--- config.mk ---
export PLATFORM = sky130hd
export DESIGN_NAME = incdec_step_arbiter
export DESIGN_NICKNAME = d
export VERILOG_FILES = /design/src/rtl/incdec_step_arbiter.sv
export SDC_FILE = /design/constraint.sdc
export NUM_CORES = 1
export LEC_CHECK = 0
export CAP_MARGIN = 25
export CORE_UTILIZATION = 48
export DETAILED_ROUTE_END_ITERATION = 16
export PLACE_DENSITY = 0.78
export RECOVER_POWER = 25
export SYNTH_ARGS = -nofsm -noshare
export SYNTH_HDL_FRONTEND = slang
export SYNTH_SLANG_ARGS = --single-unit
--- constraint.sdc ---
create_clock -name clk -period 2.31 [get_ports clk]
set_clock_uncertainty 0.05 [all_clocks]
set_input_delay 0.462 -clock clk [delete_from_list [all_inputs] [get_ports clk]]
set_output_delay 0.462 -clock clk [all_outputs]
set_load 0.005 [all_outputs]
--- src/rtl/incdec_step_arbiter.sv ---
// ---------------------------------------------------------------------------
// IncDecStepArbiter: incdec_step_arbiter
//
// Sequences one shared increment/decrement datapath between two requesters.
// A granted requester's start value is stepped by +1 or -1 once per clock for
// N clocks. The final value is then returned with a flag that says whether any
// step overflowed.
//
// Ports:
//   clk                  rising-edge system clock
//   rst_n                asynchronous active-low reset
//   req0/op0/a0/n0       requester 0: request, direction (0=inc, 1=dec),
//                        start value, step count
//   req1/op1/a1/n1       requester 1, same meaning
//   gnt0/gnt1            one-cycle grant pulses (operands latched)
//   done0/done1          one-cycle completion pulses
//   result               final value, valid with doneX, held until next done
//   wrap                 carry/borrow (or saturation) seen on some step
//   busy                 high whenever the sequencer is not idle
//
// Build option:
//   SATURATE_EN          when defined, steps saturate at 0 / 2^WIDTH-1 and
//                        wrap reports that saturation was hit; otherwise
//                        arithmetic is modulo 2^WIDTH.
// ---------------------------------------------------------------------------
module incdec_step_arbiter #(
    parameter int WIDTH = 4,
    parameter int CNT_W = 4
) (
    input  logic             clk,
    input  logic             rst_n,
    input  logic             req0,
    input  logic             op0,
    input  logic [WIDTH-1:0] a0,
    input  logic [CNT_W-1:0] n0,
    input  logic             req1,
    input  logic             op1,
    input  logic [WIDTH-1:0] a1,
    input  logic [CNT_W-1:0] n1,
    output logic             gnt0,
    output logic             gnt1,
    output logic             done0,
    output logic             done1,
    output logic [WIDTH-1:0] result,
    output logic             wrap,
    output logic             busy
);

    typedef enum logic [1:0] {
        IDLE,
        STEP,
        DONE
    } state_t;

    state_t           state_q;
    logic [WIDTH-1:0] acc_q;
    logic [CNT_W-1:0] rem_q;
    logic             op_q;
    logic             owner_q;
    logic             prio_q;
    logic             wrapAcc_q;

    logic [WIDTH-1:0] acc_d;
    logic             stepHit;
    logic             pick0;
    logic             pick1;
    logic             selOp;
    logic [WIDTH-1:0] selA;
    logic [CNT_W-1:0] selN;

    // One datapath step on the accumulator. stepHit flags the boundary case:
    // carry/borrow out in modulo mode, or an attempt to pass a limit when
    // saturating.
    always_comb begin
        acc_d   = acc_q;
        stepHit = 1'b0;
`ifdef SATURATE_EN
        if (!op_q) begin
            if (acc_q == {WIDTH{1'b1}}) begin
                stepHit = 1'b1;
            end else begin
                acc_d = acc_q + WIDTH'(1);
            end
        end else begin
            if (acc_q == '0) begin
                stepHit = 1'b1;
            end else begin
                acc_d = acc_q - WIDTH'(1);
            end
        end
`else
        if (!op_q) begin
            {stepHit, acc_d} = {1'b0, acc_q} + (WIDTH+1)'(1);
        end else begin
            {stepHit, acc_d} = {1'b0, acc_q} - (WIDTH+1)'(1);
        end
`endif
    end

    // Round-robin pick: prio_q == 0 lets requester 0 win a tie, prio_q == 1
    // lets requester 1 win. A lone requester always wins.
    always_comb begin
        pick0 = req0 && (!req1 || !prio_q);
        pick1 = req1 && (!req0 ||  prio_q);
        selOp = pick1 ? op1 : op0;
        selA  = pick1 ? a1  : a0;
        selN  = pick1 ? n1  : n0;
    end

    // Sequencer FSM. All outputs are registered here. Pulses default low each
    // cycle. done is raised on the edge that enters DONE, so it lines up with
    // the DONE state. With a zero step count that edge is the grant edge.
    always_ff @(posedge clk or negedge rst_n) begin
        if (!rst_n) begin
            state_q   <= IDLE;
            acc_q     <= '0;
            rem_q     <= '0;
            op_q      <= 1'b0;
            owner_q   <= 1'b0;
            prio_q    <= 1'b0;
            wrapAcc_q <= 1'b0;
            gnt0      <= 1'b0;
            gnt1      <= 1'b0;
            done0     <= 1'b0;
            done1     <= 1'b0;
            result    <= '0;
            wrap      <= 1'b0;
        end else begin
            gnt0  <= 1'b0;
            gnt1  <= 1'b0;
            done0 <= 1'b0;
            done1 <= 1'b0;
            case (state_q)
                IDLE: begin
                    if (pick0 || pick1) begin
                        gnt0      <= pick0;
                        gnt1      <= pick1;
                        owner_q   <= pick1;
                        prio_q    <= pick0;
                        op_q      <= selOp;
                        acc_q     <= selA;
                        rem_q     <= selN;
                        wrapAcc_q <= 1'b0;
                        wrap      <= 1'b0;
                        if (selN == '0) begin
                            state_q <= DONE;
                            done0   <= pick0;
                            done1   <= pick1;
                            result  <= selA;
                        end else begin
                            state_q <= STEP;
                        end
                    end
                end
                STEP: begin
                    acc_q     <= acc_d;
                    rem_q     <= rem_q - CNT_W'(1);
                    wrapAcc_q <= wrapAcc_q | stepHit;
                    if (rem_q == CNT_W'(1)) begin
                        state_q <= DONE;
                        done0   <= !owner_q;
                        done1   <= owner_q;
                        result  <= acc_d;
                        wrap    <= wrapAcc_q | stepHit;
                    end
                end
                DONE: begin
                    state_q <= IDLE;
                end
                default: begin
                    state_q <= IDLE;
                end
            endcase
        end
    end

    assign busy = (state_q != IDLE);

endmodule

# Word level (Yosys, flattened, before mapping)
# Index checks and enable logic that the tools add are counted.
[word_totals]
elab_cells = 73
out_inout_bits = 10
reg_bits = 23
in_bits = 22
[op_classes]
n_bitwise = 1
n_mux = 33
n_eq_ne = 5
addsub = 3
n_reduce_logical = 18
[ops]
columns = ["op", "n"]
rows = [
  ["two-way mux 4 bit", 8],
  ["case mux 4 bit (2 select lines)", 3],
  ["two-way mux 1 bit", 14],
  ["case mux 1 bit (2 select lines)", 4],
  ["two-way mux 2 bit", 3],
  ["!= test 2 bit (second input constant)", 3],
  ["AND reduction 2 bit", 3],
  ["adder 4 x 1 -> 5 bit (second input constant)", 1],
  ["subtractor 4 x 1 -> 5 bit (second input constant)", 1],
  ["== test 4 x 1 -> 1 bit (second input constant)", 1],
  ["logical NOT 1 bit", 4],
  ["logical NOT 4 bit", 1],
  ["case mux 2 bit (2 select lines)", 1],
  ["AND reduction 4 bit", 1],
  ["nonzero test 2 bit", 2],
  ["subtractor 4 x 1 -> 4 bit (second input constant)", 1],
  ["logical OR 1 bit", 3],
  ["AND reduction 3 bit", 1],
  ["== test 2 x 1 -> 1 bit (second input constant)", 1],
  ["logical AND 1 bit", 2],
  ["logical NOT 2 bit", 1],
  ["bitwise OR 1 bit", 1],
]

# Logic depth before layout (Yosys ltp)
# Gate-level depths: netlist (run 1).
[logic_depth]
word_depth = 8
ltp_mapped = 7
mapped_depth_nobuf = 7

# Worst setup path after synthesis (run 1)
# No wires, ideal clock.
[synth_path]
path_kind = "input -> register"
start = "input port req0"
end = "register result[0]"
setup_slack_ns = 0.634
n_path_buf = 0
cell_stages = 5
required_time_ns = 2.135
setup_time_ns = 0.125
t_arrival_ns = 1.501
path_cell_list = "inv_1 o21ai_2 mux2_2 o21bai_4 mux2_4"
[synth_via]
elab_chain_cells = 7
word_cells_on_any_way = 14
classes_between = "eq/ne (2); mux (5); reduce/logical (7)"
[synth_rtl]
columns = ["element", "line", "text"]
rows = [
  ["start: declaration", "32", "input logic req0,"],
  ["logical NOT 1 bit", "104", "pick1 = req1 && (!req0 || prio_q);"],
  ["logical OR 1 bit", "104", ""],
  ["logical AND 1 bit", "104", ""],
  ["two-way mux 4 bit (on tied branches)", "107, 106", ""],
  ["logical NOT 4 bit / two-way mux 4 bit (equally long branches)", "145", "if (selN == '0) begin"],
  ["!= test 2 bit (no line) / two-way mux 4 bit (equally long branches)", "--", ""],
  ["AND reduction 4 bit (no line) / case mux 4 bit (2 select lines) (equally long branches)", "--", ""],
  ["end signal: assignment", "149", "result <= selA;"],
  ["end: declaration", "44", "output logic [WIDTH-1:0] result,"],
]
# Several ways; a longest one is shown, not always the timed one. The select of a mux whose other input is x is not followed.
# A chain may end at the register's enable or synchronous reset.

# Worst setup path after layout (run 1)
[layout_path]
start = "register state_q[0]"
end = "output port busy"
[layout_via]
elab_chain_cells = 1
[layout_rtl]
columns = ["element", "line", "text"]
rows = [
  ["start: declaration", "55", "state_t state_q;"],
  ["start signal: assignment", "115", "state_q <= IDLE;"],
  ["start signal: assignment", "146", "state_q <= DONE;"],
  ["start signal: assignment", "151", "state_q <= STEP;"],
  ["nonzero test 2 bit", "177", "assign busy = (state_q != IDLE);"],
  ["end: declaration", "46", "output logic busy"],
]
# No other way between the ends.

==> results of run 1 <==
state kept, by name (all words and copies together) (netlist names):
signal     count
state_q        2
gnt1           1
wrap           1
result         4
gnt0           1
owner_q        1
done0          1
done1          1
op_q           1
rem_q          4
wrapAcc_q      1
acc_q          4
prio_q         1
power by group:
group	total, W	switching (W)	internal, W
combinational	0.00103	0.000451	0.000578
clock	0.000189	0.000125	0.0000648
sequential	0.000760	0.000182	0.000579
total	0.00198	0.000757	0.00122
worst max-delay path, delay by kind of cell, from the launching register on:
kind / cells / cell delay, ns
flip-flops: 1 / 0.56
buffers and inverters: 2 / 0.57
AND/OR/NAND/NOR: 1 / 0.13
how the worst max path moves through the flow:
stage                          start        end  slack, ns  cells past startpoint
after global placement          req0  result[1]       0.08                      6
after detailed placement        req0  result[0]       0.03                      6
after CTS                 state_q[0]       busy       0.20                      3
after floorplan                 req0  result[0]       0.63                      5
after global routing      state_q[0]       busy       0.11                      3
final                     state_q[0]       busy       0.21                      3
layer usage:
| layer | global-route usage [%] | part of all wire, % |
|---|---|---|
| met5 | 0 | 0 |
| met4 | 5.70 | 0.56 |
| met3 | 5.37 | 4.8 |
| met2 | 36.7 | 49 |
| met1 | 29.6 | 46 |
synth_stat cells (all sizes together):
cell type,instances
buf,3
a31oi,1
ha,4
xor2,2
inv,9
nor4,2
nor2,3
nor3,2
a22oi,1
xnor2,1
nor4b,1
o21ai,16
nor2b,1
nor4bb,1
dfrtp,23
or2b,1
a21oi,3
nor3b,1
nand3,3
a311oi,1
nand2,11
nand2b,2
a21o,1
mux2,13
mux2i,7
and2b,1
a32o,1
o211ai,2
o21bai,1
layout by cell type (no fill, tap or decap), drive strengths merged:
| cell type | Yosys | layout |
|---|---|---|
| a21o | 1 | 1 |
| a21oi | 3 | 3 |
| a22oi | 1 | 1 |
| a311oi | 1 | 1 |
| a31oi | 1 | 1 |
| a32o | 1 | 1 |
| and2b | 1 | 1 |
| buf | 3 | 3 |
| clkbuf | 0 | 4 |
| clkdlybuf4s50 | 0 | 30 |
| clkinv | 0 | 1 |
| dfrtp | 23 | 23 |
| dlygate4sd3 | 0 | 1 |
| ha | 4 | 4 |
| inv | 9 | 9 |
| mux2 | 13 | 13 |
| mux2i | 7 | 7 |
| nand2 | 11 | 11 |
| nand2b | 2 | 2 |
| nand3 | 3 | 3 |
| nor2 | 3 | 3 |
| nor2b | 1 | 1 |
| nor3 | 2 | 2 |
| nor3b | 1 | 1 |
| nor4 | 2 | 2 |
| nor4b | 1 | 1 |
| nor4bb | 1 | 1 |
| o211ai | 2 | 2 |
| o21ai | 16 | 16 |
| o21bai | 1 | 1 |
| or2b | 1 | 1 |
| xnor2 | 1 | 1 |
| xor2 | 2 | 2 |
final cells by class:
class,count,share of cell area (%)
Clock buffer,3,1.35
Clock inverter,1,0.301
Inverter,9,2.03
Multi-Input combinational cell,83,39.2
Sequential cell,23,34.6
Tap cell,30,2.26
Timing Repair Buffer,35,20.2
cells by family (layout without fill, tap and decap cells):
family,after synthesis,in the layout,synth area share [%]
AOI/OAI and AO/OA,27,27,13.5
xor gates and xnor gates,3,3,2.05
adders and majority gates,4,4,3.91
buffers and inverters,12,48,4.01
DFF,23,23,45.0
muxes,20,20,18.1
and+or+nand+nor,29,29,13.5
stage by stage:
stage,utilization (%),hold WS [ns]
floorplan,-,0.116
finish,66.6,0.458
global route,66.6,0.497
global placement,65.6,0.425
detailed placement,65.6,0.430
CTS,66.7,0.431
==> impl_results.md, run 1 <==
* Syn Inst Count at 118
* Fraction of layout cells with a size suffix above 1 at 17.5%
* Final std cells w/o fill at 184
* Syn Nets at 144
* Ranking of synthesized cells by area: dfrtp_1 (45%), mux2_2 (7.9%), o21ai_0 (5.9%), mux2i_1 (5.5%), mux2_4 (4.7%)
* First-pass GRT wire length at 4550 um
* Final Instance Area at 0.00166 mm2
* FF+latch area at 576 um2
* Gpl congestion at 0.852
* Area used by multi-input combinational logic at 653 um2
* Drt pass-1 iters at 4
* Post-synth top area share at 45.0%
* Max incr delay on CP at 0.56 ns
* CTS Buf Count at 3
* Number of global-route vias before repair at 987
* Antenna Violating Nets Remaining at 0
* Post-CTS sizing at 0
* Crit path launch type: flop
* WP data arrival at 1.58 ns
* Reg2Reg Setup Slack at 0.50 ns
* Reg2reg start: rem_q[1]
* Die height at 53.6 um
* Placed inst area at 0.00164 mm2
* Critical path capture point type: output pin
* Initial antenna violation count at 0
* H-tree depth at 1
* End of the worst hold path: wrap
* Worst EP required at 1.80 ns
* Largest net degree at the start of global routing at 24
* LEAKAGE at 0.749 nW
* Reg2reg path depth at 7
* Post-DR wirelength/cell at 14.5 um
* Hold Crit Start: wrap
* Slew Limit Fails at 0
* I/O Pins at 32
* Longest Clk Path Bufs at 2
* Max_cap viols at 0
* DR iter-0 viols at 17
* Netlist cell types at 35
* Width of the die at 53.6 um
* Fin Setup TNS at 0 ns
* Worst-skew pair later-pin latency at 0.32 ns
* Reg-to-reg critical path endpoint: result[1]
* DR vias/cell at 5.48
* Slowest cell on crit path: dfrtp_1
* Grt ovf at 0
* Vias at 1009
* Status: completed
* DP Worst Slack at 0.0341 ns
* Final Net Count at 181
* Critical path class: reg -> out
* Hold Path Stages at 2
* Final setup margin at 0.215 ns
* Worst min path class: reg -> reg
* Warnings from Yosys at 0
* Clock root buffer: clkbuf_4
* Clock Sinks at 23
* Syn Area/Cell at 10.8 um2
* Reg clk slew, reported paths at 0.13 ns
* Row Count at 18
* # fillers at 207
* RSZ-0062 raised after global routing: false
* Rel. slew slack at 19.0%
* HPWL Detailed at 2050 um
* Critical-path maximum fanout at 8
* # setup viols final at 0
* Worst Max-Slew Pin Slew at 1.22 ns
* Post-layout min period at 2.10 ns
* Final Hold Viols at 0
* Area Overhead vs Synth at 30.0%
* GRT Util Overall at 22.4%
* PortBufs at 31
* Initial core utilization at 51.2%
* Core area at 0.00250 mm2
* Final Power at 0.00198 W
* Residual DRC at 0
* Post-Syn Area at 0.00128 mm2
* Synth area leader: dfrtp_1
* Post-Place Cells at 180
* Tcrit/Tclk final at 90.7%
* Power per cell area at 1190 mW/mm2
* CTS tree: done
* Worst path cell trace: nor2_1 -> inv_1 -> clkdlybuf4s50_1
* DRT Wirelength at 2660 um
* Post-CTS Setup Inserts at 0
* Yosys reg bits at 23
* DIE AREA at 0.00288 mm2
* CTS Hold Bufs at 0
* Seq/Total Area, Yosys at 45.0%
* Peak VDD IR at 0.000724 V
* Fmax at 477 MHz
* Diode count at 0
(Power assumes the default switching activity.)
==> inputs of run 2 (changes only) <==
CORE_UTILIZATION = 61   (was 48)
CTS_CLUSTER_SIZE = 40   (was unset)
DONT_BUFFER_PORTS = 1   (was unset)
PLACE_DENSITY = 0.77   (was 0.78)
==> run 2 against run 1 <==
Wire length fell by 7.6%; hold slack got worse by 0.17 ns; maximum frequency rose by 15%; via count fell by 11%; critical path depth rose by 4; die area fell by 21%; count of clock-buffer cells in the layout rose by 1; sequential cell count did not move; worst setup slack improved by 0.27 ns; non-clock buffer count fell by 32; critical path type is now reg -> reg; critical endpoint is now result[2]; largest power group unchanged.
==> impl_results.md, run 2 (synthesis gave the netlist of run 1 again) <==
* Antenna Violating Nets Remaining at 0
* Placed inst area at 0.00130 mm2
* Width of the die at 47.8 um
* Status: completed
* Fmax at 547 MHz
* LEAKAGE at 0.622 nW
* Number of global-route vias before repair at 847
* Peak VDD IR at 0.000825 V
* DRT Wirelength at 2460 um
* Worst Max-Slew Pin Slew at 0.835 ns
* CTS tree: done
* FF+latch area at 576 um2
* Area Overhead vs Synth at 4.99%
* Core area at 0.00196 mm2
* Area used by multi-input combinational logic at 653 um2
* Worst-skew pair later-pin latency at 0.30 ns
* Commonest non-fill, non-tap cell in the layout: dfrtp_1
* RSZ-0062 raised after global routing: false
* Final Hold Viols at 0
* Grt ovf at 0
* Slew Limit Fails at 0
* Post-DR wirelength/cell at 16.5 um
* Fin Setup TNS at 0 ns
* Clock Sinks at 23
* Worst path cell trace: inv_1 -> ha_1 -> nor3b_2 -> nand2b_2 -> nand2_1 -> o21bai_4 -> mux2_4
* Critical path class: reg -> reg
* Tcrit/Tclk final at 79.1%
* Clock root buffer: clkbuf_4
* HPWL Detailed at 1810 um
* CTS Buf Count at 3
* Rel. slew slack at 44.3%
* Diode count at 0
* Row Count at 16
* # setup viols final at 0
* Worst min path class: in -> reg
* Critical-path maximum fanout at 5
* First-pass GRT wire length at 3590 um
* Initial antenna violation count at 0
* I/O Pins at 32
* Max_cap viols at 0
* PortBufs at 0
* DR vias/cell at 6.00
* Power per cell area at 1340 mW/mm2
* Residual DRC at 0
* Vias at 894
* Reg clk slew, reported paths at 0.12 ns
* DIE AREA at 0.00229 mm2
* Biggest regs: acc_q x4, rem_q x4, result x4
* Largest net degree at the start of global routing at 24
* Final Net Count at 149
* Fraction of layout cells with a size suffix above 1 at 19.7%
* WP data arrival at 1.98 ns
* Max incr delay on CP at 0.40 ns
* GRT Util Overall at 23.7%
* Critical path capture point type: flop
* Die height at 47.8 um
* Crit path launch type: flop
* Initial core utilization at 65.2%
* Final Instance Area at 0.00134 mm2
* Post-layout min period at 1.83 ns
* # fillers at 154
* Worst EP required at 2.46 ns
* Commonest non-fill, non-tap cells in the layout: dfrtp_1 (23), o21ai_0 (15), nand2_1 (11)
* Drt pass-1 iters at 4
* Gpl congestion at 0.830
* Slowest cell on crit path: dfrtp_1
* H-tree depth at 1
* DR iter-0 viols at 21
* Longest Clk Path Bufs at 2
run 2: per-stage QoR:
stage	instances	utilization, %	power (W)	hold WS [ns]	setup slack [ns]
floorplan	118	-	0.00145	0.116	0.634
global placement	143	66.5	0.00158	0.117	0.564
detailed placement	143	66.5	0.00161	0.117	0.503
CTS	148	68.3	0.00181	0.262	0.484
global route	149	68.5	0.00195	0.289	0.404
finish	149	68.5	0.00180	0.292	0.483
run 2: worst paths after layout:
check | end | depth (start not counted) | start | slack, ns
max reg2reg | result[2] | 7 | rem_q[1] | 0.48
min reg2reg | done0 | 1 | owner_q | 0.46
min in group asynchronous | done0 | 1 | rst_n | 0.43
max | result[2] | 7 | rem_q[1] | 0.48
max in group asynchronous | op_q | 2 | rst_n | 0.72
min | gnt0 | 2 | req0 | 0.29
run 2: cell type report:
| class | instances | area share (%) |
|---|---|---|
| clock buffer | 4 | 1.96 |
| inverter | 9 | 2.51 |
| multi-input combinational | 83 | 48.6 |
| sequential | 23 | 42.8 |
| tap | 27 | 2.51 |
| timing repair buffer | 3 | 1.58 |
run 2: critical path: cells and delay by family, from the launching register on:
family,cells,cell delay (ns)
adders and majority gates,1,0.16
DFF,1,0.40
and+or+nand+nor,3,0.48
buffers and inverters,1,0.10
muxes,1,0.31
AOI/OAI and AO/OA,1,0.23
run 2: per-layer routing:
layer  global-route usage (%)  vias up  wire length [um]  part of all wire [%]
li1                         -      425                 -                     -
met3                     5.66        2               163                   6.6
met5                        0        -                 0                     0
met1                     28.0      430               984                    40
met2                     39.5       37              1290                    52
met4                     13.3        0                23                  0.93
run 2: power by group:
group	internal, W	switching, W	total, W
Clock	0.0000673	0.000113	0.000180
Sequential	0.000579	0.000196	0.000775
Combinational	0.000443	0.000403	0.000846
Total	0.00109	0.000711	0.00180
run 2: timing repair:
item / in CTS / in global routing
setup buffers: 0 / 0
resized for setup: 0 / 0
endpoints found under the hold margin: 23 / 0
setup endpoints to repair: 0 / 0
hold buffers: 1 / 0
